===== src/rtl/fphub_exponent_difference_if.sv =====
// rtl/fphub_exponent_difference_if.sv - operand/result bundle for the exponent-compare stage
interface fphub_exponent_difference_if #(
   parameter int E = 8,
   parameter int M = 24
);
   localparam int SW = $clog2(M + 1);

   logic          in_valid;
   logic [E-1:0]  Ex;
   logic [E-1:0]  Ey;
   logic          out_valid;
   logic [E:0]    dif;
   logic          X_greater_than_Y;
   logic          exp_equal;
   logic [E-1:0]  abs_dif;
   logic [SW-1:0] shift_amt;
   logic [E-1:0]  Ez;

   // Upstream side: presents operands and observes the registered result.
   modport master (
      output in_valid, Ex, Ey,
      input  out_valid, dif, X_greater_than_Y, exp_equal, abs_dif, shift_amt, Ez
   );

   // Compare stage side.
   modport slave (
      input  in_valid, Ex, Ey,
      output out_valid, dif, X_greater_than_Y, exp_equal, abs_dif, shift_amt, Ez
   );
endinterface


===== src/rtl/fphub_exponent_difference.sv =====
// rtl/fphub_exponent_difference.sv - registered exponent compare and alignment shift for the FPHUB adder
module fphub_exponent_difference #(
   parameter int E = 8,
   parameter int M = 24
) (
   input logic                      clk,
   input logic                      rst_n,
   fphub_exponent_difference_if.slave bus
);
   localparam int SW = $clog2(M + 1);
   localparam logic [31:0] M_U = 32'(M);

   logic [E:0]    w_dif;
   logic          w_x_gt_y;
   logic          w_eq;
   logic [E-1:0]  w_abs;
   logic [SW-1:0] w_shift;
   logic [E-1:0]  w_ez;

   // Compare and derive all result fields from the zero-extended difference.
   always_comb begin
      w_dif    = {1'b0, bus.Ex} - {1'b0, bus.Ey};
      w_eq     = (w_dif == '0);
      w_x_gt_y = ~w_dif[E] & ~w_eq;
      // The E-bit subtraction in the winning direction cannot wrap.
      w_abs    = w_dif[E] ? (bus.Ey - bus.Ex) : (bus.Ex - bus.Ey);
      // Ties pick Ey so this matches the operand swap done downstream.
      w_ez     = w_x_gt_y ? bus.Ex : bus.Ey;
      // Clamp at full width; truncating first would alias large differences.
      if (32'(w_abs) > M_U) begin
         w_shift = SW'(M);
      end else begin
         w_shift = w_abs[SW-1:0];
      end
   end

   // Valid follows in_valid every cycle; data only loads on a valid operand pair.
   always_ff @(posedge clk or negedge rst_n) begin
      if (!rst_n) begin
         bus.out_valid        <= 1'b0;
         bus.dif              <= '0;
         bus.X_greater_than_Y <= 1'b0;
         bus.exp_equal        <= 1'b0;
         bus.abs_dif          <= '0;
         bus.shift_amt        <= '0;
         bus.Ez               <= '0;
      end else begin
         bus.out_valid <= bus.in_valid;
         if (bus.in_valid) begin
            bus.dif              <= w_dif;
            bus.X_greater_than_Y <= w_x_gt_y;
            bus.exp_equal        <= w_eq;
            bus.abs_dif          <= w_abs;
            bus.shift_amt        <= w_shift;
            bus.Ez               <= w_ez;
         end
      end
   end
endmodule


===== src/flat_wrapper.sv =====
// flat-port wrapper written by rule: the top's interface ports become plain ports
module fphub_exponent_difference_flat 
#(
   parameter int E = 8,
   parameter int M = 24
)
  (clk, rst_n, bus_in_valid, bus_Ex, bus_Ey, bus_out_valid, bus_dif, bus_X_greater_than_Y, bus_exp_equal, bus_abs_dif, bus_shift_amt, bus_Ez);
  fphub_exponent_difference_if #(.E(E), .M(M)) bus_i ();
  input logic clk;
  input logic rst_n;
  input wire logic [$bits(bus_i.in_valid)-1:0] bus_in_valid;
  input wire logic [$bits(bus_i.Ex)-1:0] bus_Ex;
  input wire logic [$bits(bus_i.Ey)-1:0] bus_Ey;
  output wire logic [$bits(bus_i.out_valid)-1:0] bus_out_valid;
  output wire logic [$bits(bus_i.dif)-1:0] bus_dif;
  output wire logic [$bits(bus_i.X_greater_than_Y)-1:0] bus_X_greater_than_Y;
  output wire logic [$bits(bus_i.exp_equal)-1:0] bus_exp_equal;
  output wire logic [$bits(bus_i.abs_dif)-1:0] bus_abs_dif;
  output wire logic [$bits(bus_i.shift_amt)-1:0] bus_shift_amt;
  output wire logic [$bits(bus_i.Ez)-1:0] bus_Ez;
  assign bus_i.in_valid = bus_in_valid;
  assign bus_i.Ex = bus_Ex;
  assign bus_i.Ey = bus_Ey;
  assign bus_out_valid = bus_i.out_valid;
  assign bus_dif = bus_i.dif;
  assign bus_X_greater_than_Y = bus_i.X_greater_than_Y;
  assign bus_exp_equal = bus_i.exp_equal;
  assign bus_abs_dif = bus_i.abs_dif;
  assign bus_shift_amt = bus_i.shift_amt;
  assign bus_Ez = bus_i.Ez;
  fphub_exponent_difference #(.E(E), .M(M)) u_core (.clk(clk), .rst_n(rst_n), .bus(bus_i));
endmodule

===== config.mk =====
export PLATFORM = sky130hd
export DESIGN_NAME = fphub_exponent_difference_flat
export DESIGN_NICKNAME = d
export VERILOG_FILES = /design/src/rtl/fphub_exponent_difference_if.sv /design/src/rtl/fphub_exponent_difference.sv /design/src/flat_wrapper.sv
export SDC_FILE = /design/constraint.sdc
export NUM_CORES = 1
export LEC_CHECK = 0
export BUFFER_PORTS_ARGS = -buffer_cell sky130_fd_sc_hd__buf_2
export CORE_UTILIZATION = 30
export DETAILED_ROUTE_END_ITERATION = 8
export GPL_TIMING_DRIVEN = 0
export HOLD_SLACK_MARGIN = 0.15
export PLACE_DENSITY = 0.49
export SYNTH_ARGS = -nofsm -noshare
export SYNTH_HDL_FRONTEND = slang
export SYNTH_SLANG_ARGS = --single-unit

===== constraint.sdc =====
create_clock -name clk -period 0.9 [get_ports clk]
set_clock_uncertainty 0.2 [all_clocks]
set_input_delay 0.09 -clock clk [delete_from_list [all_inputs] [get_ports clk]]
set_output_delay 0.09 -clock clk [all_outputs]
set_load 0.005 [all_outputs]

# Word-level counts from Yosys, hierarchy flattened
# Index checks and enable logic that the tools add are counted.
# Widths: inputs -> output; s select.
classes:
  reduce_logical: 1
  bitwise: 3
  addsub: 3
  mux: 3
  magnitude_cmp: 1
ops:
  columns: ["op", "count"]
  rows:
  - ["$mux 8", 2]
  - ["$sub 8x8->8", 2]
  - ["$logic_not 9->1", 1]
  - ["$sub 8x8->9", 1]
  - ["$gt 8x5->1 const B", 1]
  - ["$mux 5", 1]
  - ["$not 1->1", 2]
  - ["$and 1x1->1", 1]
totals:
  out_inout_bits: 33
  register_bits: 33
  wordCells: 18

# Depth between registers and ports, before layout
# Gate-level depths: netlist of run 1.
depth:
  ltp_word: 5
  mapped_depth: 10
  ltp_nobuf: 9

# Worst setup path before layout of run 1
# Ideal clock, no wire load.
synth_path:
  kind: "input to register"
  from: "in bus_Ex[0]"
  to: "reg u_core.bus.shift_amt[3]"
  required_time_ns: 0.574
  path_buffers: 0
  t_arrival_ns: 1.926
  path_slack_ns: -1.352
  setup_ns: 0.126
  cell_stages: 9
  path_cell_list: "inv_1 > ha_1 > fa_1 > and2b_1 > o21ai_1 > a21o_2 > mux2i_1 > xor2_1 > o32a_1"
synth_between:
  elab_chain_cells: 4
synth_rtl:
  columns: ["element", "line", "text"]
  rows:
  - ["from (decl)", "flat_wrapper.sv:12", "input wire logic [$bits(bus_i.Ex)-1:0] bus_Ex;"]
  - ["$sub 8x8->8 or $sub 8x8->9 (tied branches)", "fphub_exponent_difference.sv:26, fphub_exponent_difference.sv:22", null]
  - ["$mux 8 *", "fphub_exponent_difference.sv:26", "w_abs = w_dif[E] ? (bus.Ey - bus.Ex) : (bus.Ex - bus.Ey);"]
  - ["$gt 8x5->1", "fphub_exponent_difference.sv:30", "if (32'(w_abs) > M_U) begin"]
  - ["$mux 5 *", "fphub_exponent_difference.sv:30", null]
  - ["to (signal assigned)", "fphub_exponent_difference.sv:54", "bus.shift_amt <= w_shift;"]
  - ["to (decl)", "fphub_exponent_difference_if.sv:28", "output out_valid, dif, X_greater_than_Y, exp_equal, abs_dif, shift_amt, Ez"]
# Every way passes the cells marked *; elsewhere a longest branch is shown, timed or not.
# A chain may end at the register's enable or synchronous reset.

# Final worst setup path of run 1
layout_path:
  from: "in bus_Ey[5]"
  to: "reg u_core.bus.shift_amt[1]"
layout_between:
  elab_chain_cells: 4
layout_rtl:
  columns: ["element", "line", "text"]
  rows:
  - ["from (decl)", "flat_wrapper.sv:13", "input wire logic [$bits(bus_i.Ey)-1:0] bus_Ey;"]
  - ["$sub 8x8->9 or $sub 8x8->8 (tied branches)", "fphub_exponent_difference.sv:22, fphub_exponent_difference.sv:26", null]
  - ["$mux 8 *", "fphub_exponent_difference.sv:26", null]
  - ["$gt 8x5->1", "fphub_exponent_difference.sv:30", null]
  - ["$mux 5 *", "fphub_exponent_difference.sv:30", null]
# Marks and branches as above.

==> key figures, run 1 <==
Setup path
  – Critical path launch point type: input port
  – Ordered list of cells on the worst path: buf_8 -> inv_4 -> ha_4 -> buf_6 -> buf_4 -> a21o_1 -> a31o_2 -> a21oi_1 -> a211oi_4 -> buf_4 -> nor3_2 -> o41ai_2
  – WP data arrival: 2.13 ns
  – Critical Path Most Common Cell: sky130_fd_sc_hd__buf_4
  – Worst reg-to-reg setup slack: -0.18 ns
  – Critical register-to-register path startpoint: u_core.bus.dif[5]
  – Critical path endpoint category: flop
  – Critical path's largest stage delay: 0.29 ns
  – Endpoint of the most critical register-to-register path: u_core.bus.dif[5]
  – Setup CP Type: input port to flop
  – Biggest fanout along the worst timing path: 4
  – Worst Path Required: 0.86 ns
  – Depth of the worst register-to-register path: 2
  – Critical-path top delay cell: sky130_fd_sc_hd__a31o_2

Placed design
  – Placement Cell Area: 3000 um^2
  – Port Buffer Count: 51
  – Cells after DPL: 411
  – Pre-CTS setup slack: -1.78 ns
  – RD Place Congestion: 0.802
  – HPWL reported at the end of detailed placement: 5170 um

Hold path
  – Worst Hold Class: input port to asynchronous set/reset pin

Detailed routing
  – Wire length per cell after detailed routing: 16.7 um
  – Initial DRC count: 90
  – Final antenna-violating net count: 0
  – Overall routed net length: 7790 um
  – Drt first pass iters: 4
  – DRC: 0
  – Routed vias/inst: 5.01
  – DR vias: 2335

Die
  – Standard-cell rows: 32
  – Floorplan die height: 91.7 um
  – Initial cell density of the core: 0.311
  – Area of the placeable core: 7770 um^2
  – Total die area: 8410 um^2
  – Count of pins on the block boundary: 52
  – Floorplan die width: 91.7 um

Timing
  – Number of endpoints with negative hold slack in the final report: 39
  – Setup TNS: -35.62 ns
  – Fin crit period: 2.17 ns
  – Worst slew margin relative to its limit: 0.490
  – Achievable frequency: 0.462 GHz
  – Final-report max-slew violation count: 0
  – Fin Hold WS: -0.336 ns
  – Final setup violating endpoints: 64
  – Least-Margin Pin Slew: 0.765 ns
  – Final worst path period share: 2.41
  – Unrepaired setup endpoints after global routing: yes
  – Worst setup slack after layout: -1.27 ns

Clock network
  – Latest clock arrival within the worst-skew pair: 0.28 ns
  – Clock root cell: sky130_fd_sc_hd__clkbuf_8
  – Htree depth: 2
  – Buffer levels on the longest clock path: 2
  – Number of clock sinks: 32
  – Hold_buf cts: 1
  – CTS tree: built
  – Clock slew seen by the registers of the worst setup and hold paths: 0.09 ns
  – Number of buffers inserted during clock tree synthesis: 5

Final layout
  – Cell Count, Final, Fillers Out: 466
  – Ratio of cells with drive above 1 in the final layout: 0.558
  – Post-synthesis to final-layout area growth: 59.3%
  – Finished Cell Area: 3840 um^2
  – Final net count: 399
  – Utilization after layout: 0.495
  – Commonest non-fill, non-tap cells in the layout: 45 x sky130_fd_sc_hd__buf_2, 36 x sky130_fd_sc_hd__buf_4, 32 x sky130_fd_sc_hd__dfrtp_1
  – Count of fill cells added during filler insertion: 781
  – Diodes inserted: 0
  – Most common cell after layout, fill and taps aside: sky130_fd_sc_hd__buf_2

Pwr
  – Highest ir drop seen on vdd: 0.600 mV
  – Static Leakage: 1.72 nW
  – Areal power density over the cells: 1580 nW/um^2
  – Final Power: 6.06 mW

Global route
  – Maximum number of pins on one net before global-route repair: 33
  – Total congestion overflow after global routing: 0
  – Overall global routing resource usage: 0.194
  – Via count of the first global-routing pass: 2348
  – Initial antenna violation count: 0
  – Global-route wire length before repair: 12500 um

Yosys
  – Number of instances in the synthesized netlist: 258
  – Number of distinct standard cells referenced by the synthesized netlist: 60
  – Number of warnings issued by yosys: 0
  – Async set-reset flop share out of synthesis: 1.00
  – Syn avg cell area: 9.35 um^2
  – Dominant register cell in the synthesized netlist: sky130_fd_sc_hd__dfrtp_1
  – Sequential cell area fraction in the yosys report: 0.332
  – Total standard cell area after synthesis: 2410 um^2
  – Syn nets: 294
  – Flip-flop and latch count after synthesis: 32
  – Number of enable flip-flop cells after synthesis: 0

Run status
  – Violated checks: hold timing, setup timing
  – Result of the run: complete, but fails checks

Job
  – MaxCap Viol Count: 0
[cell families (layout without fill, tap and decap cells)]
logic type      after synthesis  after routing  synth area share
compound gates               73             73             0.256
xor+xnor                      4              4            0.0145
fa+ha+maj                    17             17            0.0944
buf+inv                      38            143            0.0684
flops                        32             32             0.332
mux                          11             11            0.0487
simple gates                 83             84             0.186
[registers in the layout, summed over array words and instances (netlist names)]
register	flops
u_core.bus.exp_equal	1
u_core.bus.abs_dif	7
u_core.bus.dif	9
u_core.bus.shift_amt	5
u_core.bus.Ez	8
u_core.bus.X_greater_than_Y	1
u_core.bus.out_valid	1
[worst max path at each step]
stage	from	to	slack (ns)
global placement	bus_Ex[0]	u_core.bus.abs_dif[7]	-1.76
floorplan	bus_Ex[0]	u_core.bus.shift_amt[0]	-1.21
CTS	bus_Ex[0]	u_core.bus.shift_amt[3]	-1.21
detailed placement	bus_Ex[0]	u_core.bus.abs_dif[7]	-1.78
global route	bus_Ex[0]	u_core.bus.shift_amt[0]	-1.31
finish	bus_Ey[5]	u_core.bus.shift_amt[1]	-1.27
[report_power, final]
part,switching (mW),internal (mW)
clock,0.619,0.820
sequential,0.121,1.69
combinational,1.35,1.46
[synthesized netlist by cell type, types with 4 or more instances]
master | n | area, um^2
sky130_fd_sc_hd__dfrtp_1 | 32 | 801
sky130_fd_sc_hd__mux2_2 | 6 | 67.6
sky130_fd_sc_hd__inv_1 | 24 | 90.1
sky130_fd_sc_hd__o21a_1 | 6 | 45.0
sky130_fd_sc_hd__a221oi_2 | 8 | 120
sky130_fd_sc_hd__nand2_1 | 6 | 22.5
sky130_fd_sc_hd__clkbuf_1 | 6 | 22.5
sky130_fd_sc_hd__o21ai_0 | 7 | 35.0
sky130_fd_sc_hd__nand3_1 | 4 | 20.0
sky130_fd_sc_hd__nand2b_1 | 8 | 50.1
sky130_fd_sc_hd__ha_1 | 15 | 188
sky130_fd_sc_hd__nor2b_1 | 13 | 81.3
sky130_fd_sc_hd__a21oi_1 | 13 | 65.1
sky130_fd_sc_hd__mux2i_1 | 5 | 50.1
sky130_fd_sc_hd__nor2_1 | 31 | 116
sky130_fd_sc_hd__a211oi_1 | 5 | 37.5
[worst max-delay path, delay by kind of cell]
kind                     cells  cell delay (ns)
buffers and inverters        5             0.54
adder cells (fa/ha/maj)      1             0.20
AND/OR/NAND/NOR              1             0.28
AO/OA/AOI/OAI                5             1.02
[layout make-up]
cell class,instances,area [um^2],share of cell area
inverters,25,106,0.0277
plain buffers,13,108,0.0280
flip-flops and latches,32,801,0.208
clock inverters,3,42.5,0.0111
clock buffers,5,68.8,0.0179
multi-input cells,189,1880,0.488
repair buffers,97,713,0.185
well taps,102,128,0.0332
[what timing repair did]
| action | CTS | global route |
|---|---|---|
| pin swaps | 39 | 4 |
| buffers inserted | 37 | 8 |
| gates cloned | 2 | 0 |
| setup endpoints to repair | 64 | 64 |
| gates resized for setup | 68 | 15 |
| endpoints found under the hold margin | 42 | 40 |
[metal layers]
layer,global-route usage,up-vias,share of wire
li1,-,1126,-
met1,0.259,1149,0.47
met2,0.335,52,0.49
met3,0.0332,8,0.036
met4,0.0299,0,0.0083
met5,0,-,0
Note: power is estimated with default switching activity, not from simulation.
==> run 2: changes to the inputs <==
--- a/config.mk
+++ b/config.mk
@@ -7,10 +7,11 @@
 export LEC_CHECK = 0
 export BUFFER_PORTS_ARGS = -buffer_cell sky130_fd_sc_hd__buf_2
 export CORE_UTILIZATION = 30
+export CTS_BUF_LIST = sky130_fd_sc_hd__clkbuf_16
 export DETAILED_ROUTE_END_ITERATION = 8
 export GPL_TIMING_DRIVEN = 0
 export HOLD_SLACK_MARGIN = 0.15
-export PLACE_DENSITY = 0.49
+export PLACE_DENSITY = 0.47
 export SYNTH_ARGS = -nofsm -noshare
 export SYNTH_HDL_FRONTEND = slang
 export SYNTH_SLANG_ARGS = --single-unit
==> constraint.sdc (replaced) <==
create_clock -name clk -period 2.1 [get_ports clk]
set_clock_uncertainty 0.2 [all_clocks]
set_input_delay 0.21 -clock clk [delete_from_list [all_inputs] [get_ports clk]]
set_output_delay 0.21 -clock clk [all_outputs]
set_load 0.005 [all_outputs]
==> key figures, run 2 (synthesis gave the netlist of run 1 again) <==
Run status
  – Result of the run: complete, but fails checks
  – Violated checks: setup timing

Job
  – MaxCap Viol Count: 0 (unchanged)

Placed design
  – RD Place Congestion: 0.881 (+9.9%)
  – Port Buffer Count: 51 (unchanged)
  – Pre-CTS setup slack: -0.632 ns (+1.15 ns)
  – Placement Cell Area: 2880 um^2 (-4.0%)
  – HPWL reported at the end of detailed placement: 5040 um (-2.5%)

Detailed routing
  – Drt first pass iters: 4 (unchanged)
  – Top layer in use: met4
  – Metal-1 WL: 3590 um (-1.8%)
  – Initial DRC count: 102 (+13%)
  – DRC: 0 (unchanged)
  – Routed met3 length: 277 um (-1.4%)
  – Wire length per cell after detailed routing: 16.4 um (-2.2%)
  – Routed vias/inst: 5.01 (about the same)
  – Overall routed net length: 7690 um (-1.4%)
  – Met2 Routed Length: 3710 um (-2.1%)
  – Final antenna-violating net count: 0 (unchanged)
  – DR vias: 2354 (+0.81%)

Timing
  – Final-report max-slew violation count: 0 (unchanged)
  – Unrepaired setup endpoints after global routing: yes
  – Achievable frequency: 0.436 GHz
  – Worst slew margin relative to its limit: 0.479 (-0.0112)
  – Number of endpoints with negative hold slack in the final report: 0 (-100%)
  – Worst setup slack after layout: -0.191 ns (+1.08 ns)
  – Least-Margin Pin Slew: 0.782 ns (+0.0168 ns)
  – Fin crit period: 2.29 ns
  – Final setup violating endpoints: 15 (-77%)
  – Final worst path period share: 1.09

Die
  – Floorplan die width: 91.7 um (unchanged)
  – Initial cell density of the core: 0.311 (unchanged)
  – Total die area: 8410 um^2 (unchanged)
  – Area of the placeable core: 7770 um^2 (unchanged)
  – Standard-cell rows: 32 (unchanged)
  – Count of pins on the block boundary: 52 (unchanged)
  – Floorplan die height: 91.7 um (unchanged)

Final layout
  – Final net count: 403 (+1.0%)
  – Diodes inserted: 0 (unchanged)
  – Largest register FFs: 9 (unchanged)
  – Finished Cell Area: 3920 um^2 (+2.0%)
  – Most common cell after layout, fill and taps aside: sky130_fd_sc_hd__buf_2
  – Top register by number of flip-flops: u_core.bus.dif
  – Utilization after layout: 0.505 (+0.00983)
  – Post-synthesis to final-layout area growth: 62.5%
  – Count of fill cells added during filler insertion: 735 (-5.9%)
  – Largest registers in the final layout: u_core.bus.dif: 9 flops, u_core.bus.Ez: 8 flops, u_core.bus.abs_dif: 7 flops
  – Ratio of cells with drive above 1 in the final layout: 0.492 (-0.0658)
  – Commonest non-fill, non-tap cells in the layout: 43 x sky130_fd_sc_hd__buf_2, 32 x sky130_fd_sc_hd__dfrtp_1, 31 x sky130_fd_sc_hd__buf_4

Clock network
  – Number of buffers inserted during clock tree synthesis: 5 (unchanged)
  – Clock slew seen by the registers of the worst setup and hold paths: 0.05 ns (-0.04 ns)
  – Htree depth: 2 (unchanged)
  – Buffer levels on the longest clock path: 2 (unchanged)
  – Latest clock arrival within the worst-skew pair: 0.28 ns (about the same)
  – Clock root cell: sky130_fd_sc_hd__clkbuf_16
  – CTS tree: built
  – Number of clock sinks: 32 (unchanged)

Global route
  – Total congestion overflow after global routing: 0 (unchanged)
  – Overall global routing resource usage: 0.193 (-0.000888)
  – Via count of the first global-routing pass: 2455 (+4.6%)
  – Initial antenna violation count: 0 (unchanged)
  – Maximum number of pins on one net before global-route repair: 33 (unchanged)
  – Global-route wire length before repair: 12600 um (+0.72%)

Setup path
  – Critical register-to-register path startpoint: u_core.bus.abs_dif[7]
  – WP data arrival: 2.25 ns (+0.12 ns)
  – Depth of the worst register-to-register path: 1 (-1)
  – Biggest fanout along the worst timing path: 6 (+2)
  – CP Capture Point: u_core.bus.shift_amt[4]
  – Critical path launch point type: input port
  – Worst reg-to-reg setup slack: 1.15 ns (+1.33 ns)
  – Critical path endpoint category: flop
  – Endpoint of the most critical register-to-register path: u_core.bus.abs_dif[7]
  – Setup CP Type: input port to flop
  – Critical path launch point: bus_Ex[0]
  – Worst Path Required: 2.06 ns (+1.20 ns)

Pwr
  – Highest ir drop seen on vdd: 0.431 mV (-28%)
  – Areal power density over the cells: 704 nW/um^2 (-55%)
  – Final Power: 2.76 mW (-54%)
  – Static Leakage: 1.73 nW (+0.54%)

Hold path
  – Worst Hold Class: input port to flop
run 2: how the worst min path moves through the flow:
stage	slack [ns]	end	cells after the start	from
after floorplan	-0.29	u_core.bus.Ez[0]	0	rst_n
after global placement	0.11	u_core.bus.dif[5]	1	rst_n
after detailed placement	0.14	u_core.bus.dif[5]	1	rst_n
after CTS	0.27	u_core.bus.dif[1]	3	bus_Ey[1]
after global routing	0.27	u_core.bus.shift_amt[0]	4	bus_Ex[0]
final	0.25	u_core.bus.shift_amt[0]	4	bus_Ex[0]
run 2: metal layers:
layer | up-vias | GRT usage
met5 | - | 0
met4 | 0 | 0.0586
met3 | 9 | 0.0348
met2 | 61 | 0.321
met1 | 1151 | 0.255
li1 | 1133 | -
run 2: cell type report:
type / count / area, um^2 / share of cell area
Buffer: 12 / 93.8 / 0.0239
Clock buffer: 5 / 125 / 0.0319
Clock inverter: 3 / 38.8 / 0.00989
Inverter: 25 / 104 / 0.0265
Multi-Input combinational cell: 189 / 1880 / 0.479
Sequential cell: 32 / 801 / 0.204
Tap cell: 102 / 128 / 0.0325
Timing Repair Buffer: 102 / 753 / 0.192
run 2: metrics by stage:
stage                     hold slack, ns  std cells  TNS, ns
after global routing               0.267        470    -2.78
after global placement             0.111        411   -10.82
after CTS                          0.271        465    -1.25
after floorplan                   -0.286        258    -1.71
after detailed placement           0.137        411   -10.71
final                              0.252        470    -1.77
run 2: critical path, stage by stage:
cell                      delay [ns]
sky130_fd_sc_hd__buf_12         0.09
sky130_fd_sc_hd__inv_8          0.03
sky130_fd_sc_hd__ha_4           0.15
sky130_fd_sc_hd__fa_2           0.35
sky130_fd_sc_hd__and2b_4        0.32
sky130_fd_sc_hd__o21ai_4        0.08
sky130_fd_sc_hd__a21o_4         0.23
sky130_fd_sc_hd__mux2i_4        0.20
sky130_fd_sc_hd__xor2_4         0.24
sky130_fd_sc_hd__o32a_1         0.35
run 2: repair_timing:
action | CTS | global route
hold buffers | 18 | 0
gates cloned | 2 | 0
resized for setup | 63 | 28
pin swaps | 22 | 22
buffers inserted | 26 | 6
setup endpoints to repair | 18 | 19
endpoints found under the hold margin | 41 | 0
run 2: where the power goes:
group / total (mW) / internal (mW) / switching [mW]
Combinational: 1.14 / 0.584 / 0.560
Clock: 0.835 / 0.553 / 0.282
Sequential: 0.780 / 0.726 / 0.0538
==> run 3: changes to the inputs <==
--- a/config.mk
+++ b/config.mk
@@ -5,13 +5,14 @@
 export SDC_FILE = /design/constraint.sdc
 export NUM_CORES = 1
 export LEC_CHECK = 0
-export BUFFER_PORTS_ARGS = -buffer_cell sky130_fd_sc_hd__buf_2
+export CORE_ASPECT_RATIO = 1.25
 export CORE_UTILIZATION = 30
 export CTS_BUF_LIST = sky130_fd_sc_hd__clkbuf_16
 export DETAILED_ROUTE_END_ITERATION = 8
+export DONT_BUFFER_PORTS = 1
 export GPL_TIMING_DRIVEN = 0
 export HOLD_SLACK_MARGIN = 0.15
-export PLACE_DENSITY = 0.47
+export PLACE_DENSITY = 0.42
 export SYNTH_ARGS = -nofsm -noshare
 export SYNTH_HDL_FRONTEND = slang
 export SYNTH_SLANG_ARGS = --single-unit
==> key figures, run 3 (synthesis gave the netlist of run 1 again) <==
Run status
  – Result of the run: complete, but fails checks
  – Violated checks: setup timing

Pwr
  – Switching Power: 0.903 mW (+0.73%)
  – Gate power share: 0.371 (-0.044)
  – Sequential fraction of design power: 0.301 (+0.018)
  – Static Leakage: 1.52 nW (-12%)
  – Final Power: 2.69 mW (-2.6%)
  – Switching share of power: 0.336 (+0.0110)
  – Proportion of power drawn by the clock network: 0.327 (+0.024)
  – Areal power density over the cells: 740 nW/um^2 (+5.2%)
  – Int Pwr: 1.79 mW (-4.2%)
  – Highest ir drop seen on vdd: 0.427 mV (-0.80%)

Die
  – Initial cell density of the core: 0.310 (-0.000998)
  – Standard-cell rows: 36 (+13%)
  – Area of the placeable core: 7790 um^2 (+0.32%)
  – Floorplan die width: 82.2 um (-10%)
  – Total die area: 8410 um^2 (about the same)
  – Count of pins on the block boundary: 52 (unchanged)
  – Floorplan die height: 102 um (+12%)

Global route
  – Via count of the first global-routing pass: 2374 (-3.3%)
  – Initial antenna violation count: 0 (unchanged)
  – Global-route wire length before repair: 12700 um (+0.44%)
  – Total congestion overflow after global routing: 0 (unchanged)
  – Maximum number of pins on one net before global-route repair: 33 (unchanged)
  – Overall global routing resource usage: 0.210 (+0.0171)

Placed design
  – Cells after DPL: 353 (-14%)
  – HPWL reported at the end of detailed placement: 5240 um (+3.9%)
  – Port Buffer Count: 0 (-100%)
  – Placement Cell Area: 2620 um^2 (-9.2%)
  – RD Place Congestion: 0.837 (-5.1%)

Setup path
  – Worst Path Required: 2.07 ns (about the same)
  – Critical path endpoint category: flop
  – Setup CP Type: input port to flop
  – Biggest fanout along the worst timing path: 6 (unchanged)
  – WP data arrival: 2.10 ns (-0.15 ns)
  – Critical path launch point type: input port

Detailed routing
  – Drt first pass iters: 4 (unchanged)
  – Overall routed net length: 8130 um (+5.8%)
  – Wire length per cell after detailed routing: 19.8 um (+21%)
  – DR vias: 2200 (-6.5%)
  – Final antenna-violating net count: 0 (unchanged)
  – Routed vias/inst: 5.35 (+6.9%)
  – Initial DRC count: 82 (-20%)
  – DRC: 0 (unchanged)

Timing
  – Least-Margin Pin Slew: 0.755 ns (-0.0264 ns)
  – Worst setup slack after layout: -0.0259 ns (+0.165 ns)
  – Fin crit period: 2.13 ns (-0.165 ns)
  – Worst slew margin relative to its limit: 0.496 (+0.0176)
  – Final worst path period share: 1.01 (-0.0787)
  – Final-report max-slew violation count: 0 (unchanged)
  – Fin Hold WS: 0.159 ns (-0.0933 ns)
  – Unrepaired setup endpoints after global routing: yes
  – Achievable frequency: 0.470 GHz (+7.8%)
  – Number of endpoints with negative hold slack in the final report: 0 (unchanged)
  – Final setup violating endpoints: 8 (-7)

Final layout
  – Post-synthesis to final-layout area growth: 50.5%
  – Area taken by flip-flops and latches: 801 um^2 (unchanged)
  – Largest register FFs: 9 (unchanged)
  – Diodes inserted: 0 (unchanged)
  – Finished Cell Area: 3630 um^2 (-7.4%)
  – Count of fill cells added during filler insertion: 764 (+3.9%)
  – Largest registers in the final layout: u_core.bus.dif: 9 flops, u_core.bus.Ez: 8 flops, u_core.bus.abs_dif: 7 flops
  – Ratio of cells with drive above 1 in the final layout: 0.396 (-0.0963)
  – Cell Count, Final, Fillers Out: 411 (-13%)
  – Area taken by multi-input logic gates: 1860 um^2 (-1.1%)
  – Top register by number of flip-flops: u_core.bus.dif
  – Commonest non-fill, non-tap cells in the layout: 32 x sky130_fd_sc_hd__dfrtp_1, 29 x sky130_fd_sc_hd__nor2_1, 26 x sky130_fd_sc_hd__buf_4
  – Most common cell after layout, fill and taps aside: sky130_fd_sc_hd__dfrtp_1
  – Final net count: 351 (-13%)

Clock network
  – Htree depth: 2 (unchanged)
  – Buffer levels on the longest clock path: 2 (unchanged)
  – Number of clock sinks: 32 (unchanged)
  – Number of buffers inserted during clock tree synthesis: 5 (unchanged)
  – Latest clock arrival within the worst-skew pair: 0.28 ns (about the same)
  – Clock root cell: sky130_fd_sc_hd__clkbuf_16
  – Clock slew seen by the registers of the worst setup and hold paths: 0.06 ns (about the same)
  – CTS tree: built

Hold path
  – Worst Hold Class: input port to flop

Job
  – MaxCap Viol Count: 0 (unchanged)
run 3: cell types whose count changed in the layout (fill, tap and decap cells not counted), sizes merged:
| cell | previous run | this run |
|---|---|---|
| clkbuf | 11 | 10 |
| dlygate4sd3 | 18 | 19 |
| clkinvlp | 0 | 1 |
| clkinv | 1 | 0 |
| buf | 90 | 38 |
run 3: per-stage QoR:
step | utilization | setup TNS, ns | setup WS, ns
floorplan | - | -1.71 | -0.166
global placement | 0.336 | -8.08 | -0.516
detailed placement | 0.336 | -7.96 | -0.488
CTS | 0.445 | -0.0520 | -0.0235
global route | 0.466 | -1.24 | -0.129
finish | 0.466 | -0.113 | -0.0259
run 3: final timing paths:
check	cells past startpoint	slack, ns	from	end
max	9	-0.03	bus_Ex[0]	u_core.bus.shift_amt[4]
min	3	0.16	bus_Ex[0]	u_core.bus.shift_amt[0]
max reg2reg	1	1.13	u_core.bus.dif[4]	u_core.bus.dif[4]
min reg2reg	1	0.31	u_core.bus.abs_dif[3]	u_core.bus.abs_dif[3]
max in group asynchronous	2	1.34	rst_n	u_core.bus.dif[7]
min in group asynchronous	2	0.17	rst_n	u_core.bus.Ez[3]
run 3: area by class of cell:
cell class / count / share of cell area
multi-input combinational: 189 / 0.511
timing repair buffer: 50 / 0.130
sequential: 32 / 0.220
clock inverter: 3 / 0.0127
buffer: 12 / 0.0289
tap: 95 / 0.0327
inverter: 25 / 0.0300
clock buffer: 5 / 0.0344
run 3: metal layers:
layer / up-vias / track usage / share of wire
met3: 21 / 0.0438 / 0.038
met2: 55 / 0.362 / 0.51
li1: 1033 / - / -
met1: 1091 / 0.244 / 0.42
met5: - / 0 / 0
met4: 0 / 0.101 / 0.037
run 3: repair_timing:
| item | CTS | global route |
|---|---|---|
| setup buffers | 23 | 6 |
| endpoints found under the setup margin | 16 | 17 |
| pin swaps | 29 | 16 |
| hold endpoints to repair | 42 | 0 |
| gates cloned | 3 | 0 |
| resized for setup | 52 | 26 |
| hold buffers | 20 | 0 |
run 3: critical path, stage by stage:
cell and delay (ns):
sky130_fd_sc_hd__inv_8 0.01, sky130_fd_sc_hd__ha_4 0.14, sky130_fd_sc_hd__fa_2 0.35, sky130_fd_sc_hd__and2b_2 0.28, sky130_fd_sc_hd__o21ai_2 0.10, sky130_fd_sc_hd__a21o_4 0.23, sky130_fd_sc_hd__mux2i_4 0.20, sky130_fd_sc_hd__xor2_4 0.20
sky130_fd_sc_hd__o32a_1 0.36
run 3: power groups by stage:
stage / logic, mW / registers [mW] / clock network (mW)
floorplan: 0.489 / 0.801 / 0
global placement: 0.623 / 0.825 / 0
detailed placement: 0.623 / 0.827 / 0
CTS: 0.914 / 0.815 / 0.900
global route: 1.08 / 0.829 / 0.926
finish: 0.998 / 0.810 / 0.880
